==> config.mk <==
export PLATFORM = sky130hd
export DESIGN_NAME = mem_rt_arbiter
export DESIGN_NICKNAME = d
export VERILOG_FILES = /design/src/rtl/mem_rt_arbiter.sv
export SDC_FILE = /design/constraint.sdc
export NUM_CORES = 1
export LEC_CHECK = 0
export CAP_MARGIN = 20
export CORE_AREA = 2 2 415 417
export CTS_BUF_LIST = sky130_fd_sc_hd__clkbuf_16
export DETAILED_ROUTE_END_ITERATION = 7
export DIE_AREA = 0 0 417 419
export GPL_TIMING_DRIVEN = 0
export PLACE_DENSITY = 0.35
export SLEW_MARGIN = 0
export SYNTH_ARGS = -nofsm -noshare
export SYNTH_HDL_FRONTEND = slang
export SYNTH_SLANG_ARGS = --single-unit
==> constraint.sdc <==
create_clock -name clk -period 11.38 [get_ports clk]
set_input_delay 1.138 -clock clk [delete_from_list [all_inputs] [get_ports clk]]
set_output_delay 1.138 -clock clk [all_outputs]
set_load 0.05 [all_outputs]
==> src/rtl/mem_rt_arbiter.sv <==
// mem_rt_arbiter: round-robin arbiter that merges NUM_REQ client request
// streams of one ray-tracer core onto its single 128-bit main-memory port.
// One access is in flight at a time. A watchdog aborts accesses whose
// memory never answers.
module mem_rt_arbiter #(
   parameter int NUM_REQ = 4,
   parameter int TIMEOUT = 64
) (
   input  logic                      clk,
   input  logic                      rst,
   input  logic [NUM_REQ-1:0]        req_valid,
   input  logic [NUM_REQ-1:0]        req_we,
   input  logic [NUM_REQ-1:0][31:0]  req_addr,
   input  logic [NUM_REQ-1:0][127:0] req_wdata,
   output logic [NUM_REQ-1:0]        req_ready,
   output logic [NUM_REQ-1:0]        resp_valid,
   output logic [127:0]              resp_rdata,
   output logic                      resp_err,
   output logic                      mem_we,
   output logic                      mem_re,
   output logic [31:0]               mem_addr,
   output logic [127:0]              mem_wdata,
   input  logic                      mem_rdy,
   input  logic [127:0]              mem_rdata,
   output logic                      busy
);

   localparam int IDX_W = $clog2(NUM_REQ);
   // The watchdog holds TIMEOUT-1 in the last WAIT cycle before an abort.
   localparam logic [7:0] WD_LIMIT = 8'(TIMEOUT - 1);

   typedef enum logic [1:0] {
      IDLE,
      ISSUE,
      WAIT,
      RESP
   } state_t;

   state_t           state_q;
   state_t           state_d;
   logic [IDX_W-1:0] ptr_q;
   logic [IDX_W-1:0] grant_q;
   logic             lat_we_q;
   logic             err_q;
   logic [7:0]       wdog_q;
   logic             win_found;
   logic [IDX_W-1:0] win_idx;
   logic [IDX_W-1:0] cand;

   // Round-robin search that starts one past the last granted client and wraps.
   always_comb begin
      win_found = 1'b0;
      win_idx   = '0;
      cand      = '0;
      for (int i = 1; i <= NUM_REQ; i++) begin
         cand = IDX_W'((int'(ptr_q) + i) % NUM_REQ);
         if (!win_found && req_valid[cand]) begin
            win_found = 1'b1;
            win_idx   = cand;
         end
      end
   end

   // State register; reset drops any access in flight immediately.
   always_ff @(posedge clk or posedge rst) begin
      if (rst) begin
         state_q <= IDLE;
      end else begin
         state_q <= state_d;
      end
   end

   // Next-state logic plus strobes, accept and completion outputs.
   always_comb begin
      state_d    = state_q;
      req_ready  = '0;
      resp_valid = '0;
      resp_err   = 1'b0;
      mem_we     = 1'b0;
      mem_re     = 1'b0;
      busy       = (state_q != IDLE);
      case (state_q)
         IDLE: begin
            if (win_found) begin
               state_d = ISSUE;
               if (!rst) begin
                  req_ready[win_idx] = 1'b1;
               end
            end
         end
         ISSUE: begin
            mem_we  = lat_we_q;
            mem_re  = ~lat_we_q;
            state_d = WAIT;
         end
         WAIT: begin
            if (mem_rdy || (wdog_q >= WD_LIMIT)) begin
               state_d = RESP;
            end
         end
         RESP: begin
            resp_valid[grant_q] = 1'b1;
            resp_err            = err_q;
            state_d             = IDLE;
         end
         default: begin
            state_d = IDLE;
         end
      endcase
   end

   // Access datapath: latch the winner, run the watchdog, capture read data.
   always_ff @(posedge clk or posedge rst) begin
      if (rst) begin
         ptr_q      <= IDX_W'(NUM_REQ - 1);
         grant_q    <= '0;
         lat_we_q   <= 1'b0;
         err_q      <= 1'b0;
         wdog_q     <= '0;
         mem_addr   <= '0;
         mem_wdata  <= '0;
         resp_rdata <= '0;
      end else begin
         case (state_q)
            IDLE: begin
               if (win_found) begin
                  grant_q   <= win_idx;
                  lat_we_q  <= req_we[win_idx];
                  mem_addr  <= req_addr[win_idx];
                  mem_wdata <= req_wdata[win_idx];
               end
            end
            ISSUE: begin
               wdog_q <= '0;
               err_q  <= 1'b0;
            end
            WAIT: begin
               if (wdog_q != 8'hFF) begin
                  wdog_q <= wdog_q + 8'd1;
               end
               if (mem_rdy) begin
                  resp_rdata <= mem_rdata;
                  err_q      <= 1'b0;
               end else if (wdog_q >= WD_LIMIT) begin
                  resp_rdata <= '0;
                  err_q      <= 1'b1;
               end
            end
            RESP: begin
               ptr_q     <= grant_q;
               mem_addr  <= '0;
               mem_wdata <= '0;
            end
            default: begin
               ptr_q <= ptr_q;
            end
         endcase
      end
   end

endmodule

* Word level (Yosys, flattened, before mapping) *
Index checks and enable logic that the tools add are counted.

operators by class
  multiplexer cells = 47
  divide/modulo/power cells = 0
  reductions and logical operators = 20
  $lt $le $gt $ge = 9
  equality and inequality tests = 8
  shifts and indexed selects = 0
  add/subtract/negate cells = 5
  bitwise operators = 1
  multipliers = 0

operators with widths
  operator                                                           number
  2-to-1 mux 128 bit                                                 4
  binary-select mux 128 bit (select 2 bit)                           1
  one-hot mux 128 bit (2 select lines)                               1
  binary-select mux 32 bit (select 2 bit)                            1
  2-to-1 mux 32 bit                                                  2
  one-hot mux 32 bit (2 select lines)                                1
  less-than comparator 2 x 3 -> 1 bit, second input constant         6
  2-to-1 mux 1 bit                                                   16
  2-to-1 mux 4 bit                                                   4
  one-hot mux 8 bit (2 select lines)                                 1
  2-to-1 mux 2 bit                                                   6
  AND reduction 2 bit                                                6
  binary-select mux 1 bit (select 2 bit)                             5
  adder 8 x 1 -> 8 bit, second input constant                        1
  greater-or-equal comparator 8 x 6 -> 1 bit, second input constant  1
  2-to-1 mux 8 bit                                                   1
  inequality test 8 bit, second input constant                       1
  one-hot mux 2 bit (4 select lines)                                 1
  nonzero test 2 bit                                                 4
  inequality test 2 bit, second input constant                       3
  logical AND 1 bit                                                  5
  adder 2 x 1 -> 2 bit, second input constant                        2
  adder 2 bit, second input constant                                 2
  demux 1 bit (select 2 bit)                                         2
  other kinds (9)                                                    13

word-level totals
  bits in writable memories = 0
  ROM bits = 0
  bits in latches = 0
  input port bits = 779
  output and inout port bits = 300
  register bits = 304
  memories kept = 0

* Longest topological paths before layout *
  depth after elaboration = 20
  depth in mapped cells = 9

* Least setup slack after synthesis *
OpenSTA, ideal clock, no wires.

  path kind = input -> output
  start = in rst
  end = out req_ready[0]
  required time = 10.242 ns
  arrival time = 8.690 ns
  stages on the path = 3
  path slack = 1.552 ns
  path through = inv_1 nand2b_1 nor2b_1

on the way
  longest elaborated chain between the ends = 3

RTL lines
  item              RTL line  RTL
  start, declared   10        input logic rst,
  2-to-1 mux 4 bit  86        if (!rst) begin
  2-to-1 mux 4 bit  84        if (win_found) begin
  2-to-1 mux 4 bit  82        case (state_q)
  end, declared     15        output logic [NUM_REQ-1:0] req_ready,

Every way passes these cells.

* Worst setup path in the final report *
  start = in req_valid[1]
  end = out req_ready[3]

on the way
  longest elaborated chain between the ends = 19
  elaborated cells between the ends (all ways) = 30
  those cells by class = order compare: 2; mux: 21; reduce/logical: 7

RTL lines
  item                                                                                                                            RTL line  RTL
  start, declared                                                                                                                 11        input logic [NUM_REQ-1:0] req_valid,
  binary-select mux 1 bit (select 2 bit)                                                                                          57        if (!win_found && req_valid[cand]) begin
  2-to-1 mux 1 bit (not written as such)                                                                                          57
  2-to-1 mux 1 bit                                                                                                                57
  logical NOT 1 bit                                                                                                               57
  logical AND 1 bit                                                                                                               57
  2-to-1 mux 1 bit                                                                                                                57
  logical NOT 1 bit                                                                                                               57
  logical AND 1 bit                                                                                                               57
  (+3 left out)                                                                                                                   --
  2-to-1 mux 2 bit                                                                                                                57
  less-than comparator 2 x 3 -> 1 bit (not written as such) / greater-or-equal comparator 2 x 1 -> 1 bit (equally long branches)  87        req_ready[win_idx] = 1'b1;
  logical AND 1 bit (not written as such)                                                                                         87
  2-to-1 mux 1 bit (not written as such)                                                                                          87
  demux 1 bit (select 2 bit)                                                                                                      87
  2-to-1 mux 4 bit                                                                                                                86
  2-to-1 mux 4 bit *                                                                                                              84
  2-to-1 mux 4 bit *                                                                                                              82

Mark *: on every way between the ends. The rest lies on a longest branch, timed or not. The select of a mux whose other input is x is not followed.

==> impl_metrics.yaml <==
outcome:
  status: "complete, no violations"
drt:
  dr.pass1.iters: 5
  vias: 17800
  wl_mm: 138
  avgRoutedWirePerCell_um: 28.1
  ant_nets: 0
  via_per_inst: 3.64
  drtIter0Drc: 1320
  drc: 0
worst_setup_path:
  required_ps: 10240
  cp.arrival_ps: 4630
  critPathKind: "in2out"
  start_kind: "primary input"
  worstPathMaxFanout: 10
  cp-end-kind: "output port"
sta:
  worst_pin_slew_ps: 986
  slew_violations: 0
  period_minus_slack_ps: 5770
  fmax_mhz: 173
  hold_viol: 0
  setup_viol: 0
  finalCritPeriodShare: 0.507
  slew_headroom: 0.343
  hold_ws_ps: 499
  finClkSkew_ps: 19.7
  rsz0062_at_grt: "false"
clock_tree:
  cts.sinks: 304
  clk_pin_slew_ps: 50
  insertion_delay_ps: 630
  cts_max_level: 2
  numCtsBuffers: 47
  root_buffer: "clkbuf_16"
  cts.path.max_buffers: 3
  cts_tree: "built"
  postCtsResizedCells: 0
  hold_buffers: 0
  cts_setup_buffers: 0
synth:
  synth_seq_cells: 304
  yosysUniqueCellTypes: 46
  synth-edff-count: 0
  synth_seq_area_share: 0.500
  synth_area_mm2: 0.0152
  synth-main-ff-cell: "dfrtp_1"
  yosys_warnings: 0
  syn-instance-count: 1485
  async_flop_share: 1.00
  synth.avg_cell_area_um2: 10.2
  syn_nets: 2269
floorplanning:
  fp.dieW_um: 417
  start_util: 0.0892
  chipHeight_um: 419
  placementRows: 152
  core_area_mm2: 0.171
  pin_count: 1079
  die_area_mm2: 0.175
run:
  cap_violations: 0
placed_design:
  dpl-instance-area_mm2: 0.0290
  placed_cells: 4806
  place.gp.congestion: 0.911
  portBuffers: 1076
  hpwlAfterDp_mm: 116
global_route:
  grt_use_total: 0.152
  grt_pass1_wl_mm: 177
  use_met3: 0.0452
  busiest_layer: "met2"
  use_met2: 0.261
  grt.met1_usage: 0.185
  antenna_found_initial: 64
  grt_pass1_vias: 18200
  overflow: 0
  grt_start_max_net_pins: 76
final_layout:
  finalNonFillerCells: 4906
  design_area_mm2: 0.0306
  drive_gt1_frac: 0.0568
  nFillCells: 19000
  area_growth_pct: 101
  final_nets: 3406
power:
  powerDensity_mw_per_mm2: 264
  power_mw: 8.08
  p_leak_nw: 12.2
  vdd_drop_max_v: 0.000100
hold_path:
  hold_path.class: "reg2reg"
-- worst max-delay path, stage by stage --
cell and delay, ps:
clkdlybuf4s50_1 540, a21oi_1 180, o221a_2 200, buf_4 270, buf_4 330, clkbuf_1 470, buf_8 230, nor3b_1 200
clkdlybuf4s50_1 1030
-- cell usage after synthesis, types with 2 or more instances --
master | instances | share of area
buf_1 | 5 | 0.0012
nor3b_1 | 5 | 0.0025
nor2b_1 | 6 | 0.0025
ha_1 | 5 | 0.0041
buf_6 | 22 | 0.016
buf_2 | 38 | 0.013
mux2_2 | 2 | 0.0015
buf_4 | 3 | 0.0015
inv_1 | 171 | 0.042
nor3_1 | 2 | 0.00066
dfrtp_1 | 302 | 0.50
xor2_1 | 3 | 0.0017
a22o_1 | 288 | 0.17
o22ai_1 | 2 | 0.00082
clkbuf_1 | 71 | 0.018
dfstp_2 | 2 | 0.0035
o211ai_1 | 160 | 0.079
nor2_1 | 7 | 0.0017
nand3_1 | 4 | 0.0013
nand2b_1 | 2 | 0.00082
and3_1 | 4 | 0.0016
a21oi_1 | 6 | 0.0020
nand2_1 | 175 | 0.043
and2_1 | 6 | 0.0025
mux2i_1 | 4 | 0.0026
a22oi_1 | 161 | 0.079
o21ai_0 | 10 | 0.0033
-- metal layers --
metal  routed length (um)  vias up  part of all wire
met1                55300     8947              0.40
met5                  281        -            0.0020
met3                11000      176             0.080
met4                 2850       48             0.021
li1                     -     7852                 -
met2                68600      823              0.50
-- sequential cells by signal (all words and copies together), names as in the netlist --
register / cells
wdog_q: 8
resp_rdata: 128
grant_q: 2
mem_addr: 32
lat_we_q: 1
state_q: 2
mem_wdata: 128
ptr_q: 2
err_q: 1
-- area by class of cell --
type                            count  area [um^2]  share of cell area
Antenna cell                       13         32.5             0.00106
Sequential cell                   304         7610               0.249
Buffer                            139          746              0.0244
Clock inverter                     40          344              0.0112
Clock buffer                       47         1180              0.0384
Timing Repair Buffer             1088        11000               0.360
Tap cell                         2233         2790              0.0913
Inverter                          171          649              0.0212
Multi-Input combinational cell    871         6220               0.203
-- worst paths after layout --
path	start	to	slack [ps]	cells past startpoint
setup / recovery	req_valid[1]	req_ready[3]	5610	9
hold / removal	wdog_q[3]$_DFFE_PP0P_	wdog_q[3]$_DFFE_PP0P_	500	1
setup reg to reg	ptr_q[1]$_DFFE_PP1P_	mem_wdata[79]$_DFFE_PP0P_	8170	9
hold reg to reg	wdog_q[3]$_DFFE_PP0P_	wdog_q[3]$_DFFE_PP0P_	500	1
max in group asynchronous	rst	mem_wdata[3]$_DFFE_PP0P_	9310	4
min in group asynchronous	rst	mem_wdata[17]$_DFFE_PP0P_	950	2
-- layout by cell type, fill, tap and decap left out, types with 5 or more instances in the layout --
cell                n
dfrtp_1           302
a21oi_1             6
a22o_1            288
clkinv_2            7
clkbuf_16          47
a22oi_1           161
nor2_1              6
nor3b_1             5
clkdlybuf4s50_1  1076
buf_8               5
nand2_1           175
inv_1             180
o211ai_1          160
ha_1                5
o21ai_0            10
clkbuf_1           71
clkinv_1           13
buf_16              6
diode_2            13
buf_6              23
buf_1               5
buf_2              38
nor2b_1             6
and2_1              6
-- per-stage QoR --
step           setup slack [ps]  TNS [ps]   util
2_1_floorplan              1550         0      -
3_3_place_gp              -5250  -1581990  0.169
3_5_place_dp               5520         0  0.170
4_1_cts                    5490         0  0.179
5_1_grt                    5410         0  0.179
6_report                   5610         0  0.179
-- report_power, final --
| group | total (mW) | internal [mW] | switching (mW) | leakage [nW] |
|---|---|---|---|---|
| registers | 1.76 | 1.50 | 0.259 | 3.92 |
| clock network | 1.49 | 0.846 | 0.642 | 0.770 |
| logic | 4.84 | 1.69 | 3.15 | 7.49 |
| total | 8.08 | 4.03 | 4.05 | 12.2 |
-- logic make-up after synthesis --
| group | count (synthesis) | share of synthesized area |
|---|---|---|
| fa+ha+maj | 5 | 0.00411 |
| mux | 6 | 0.00411 |
| xor+xnor | 3 | 0.00173 |
| flops | 304 | 0.500 |
| buf+inv | 310 | 0.0912 |
| compound gates | 638 | 0.338 |
| simple gates | 219 | 0.0610 |
(Power assumes the default switching activity.)
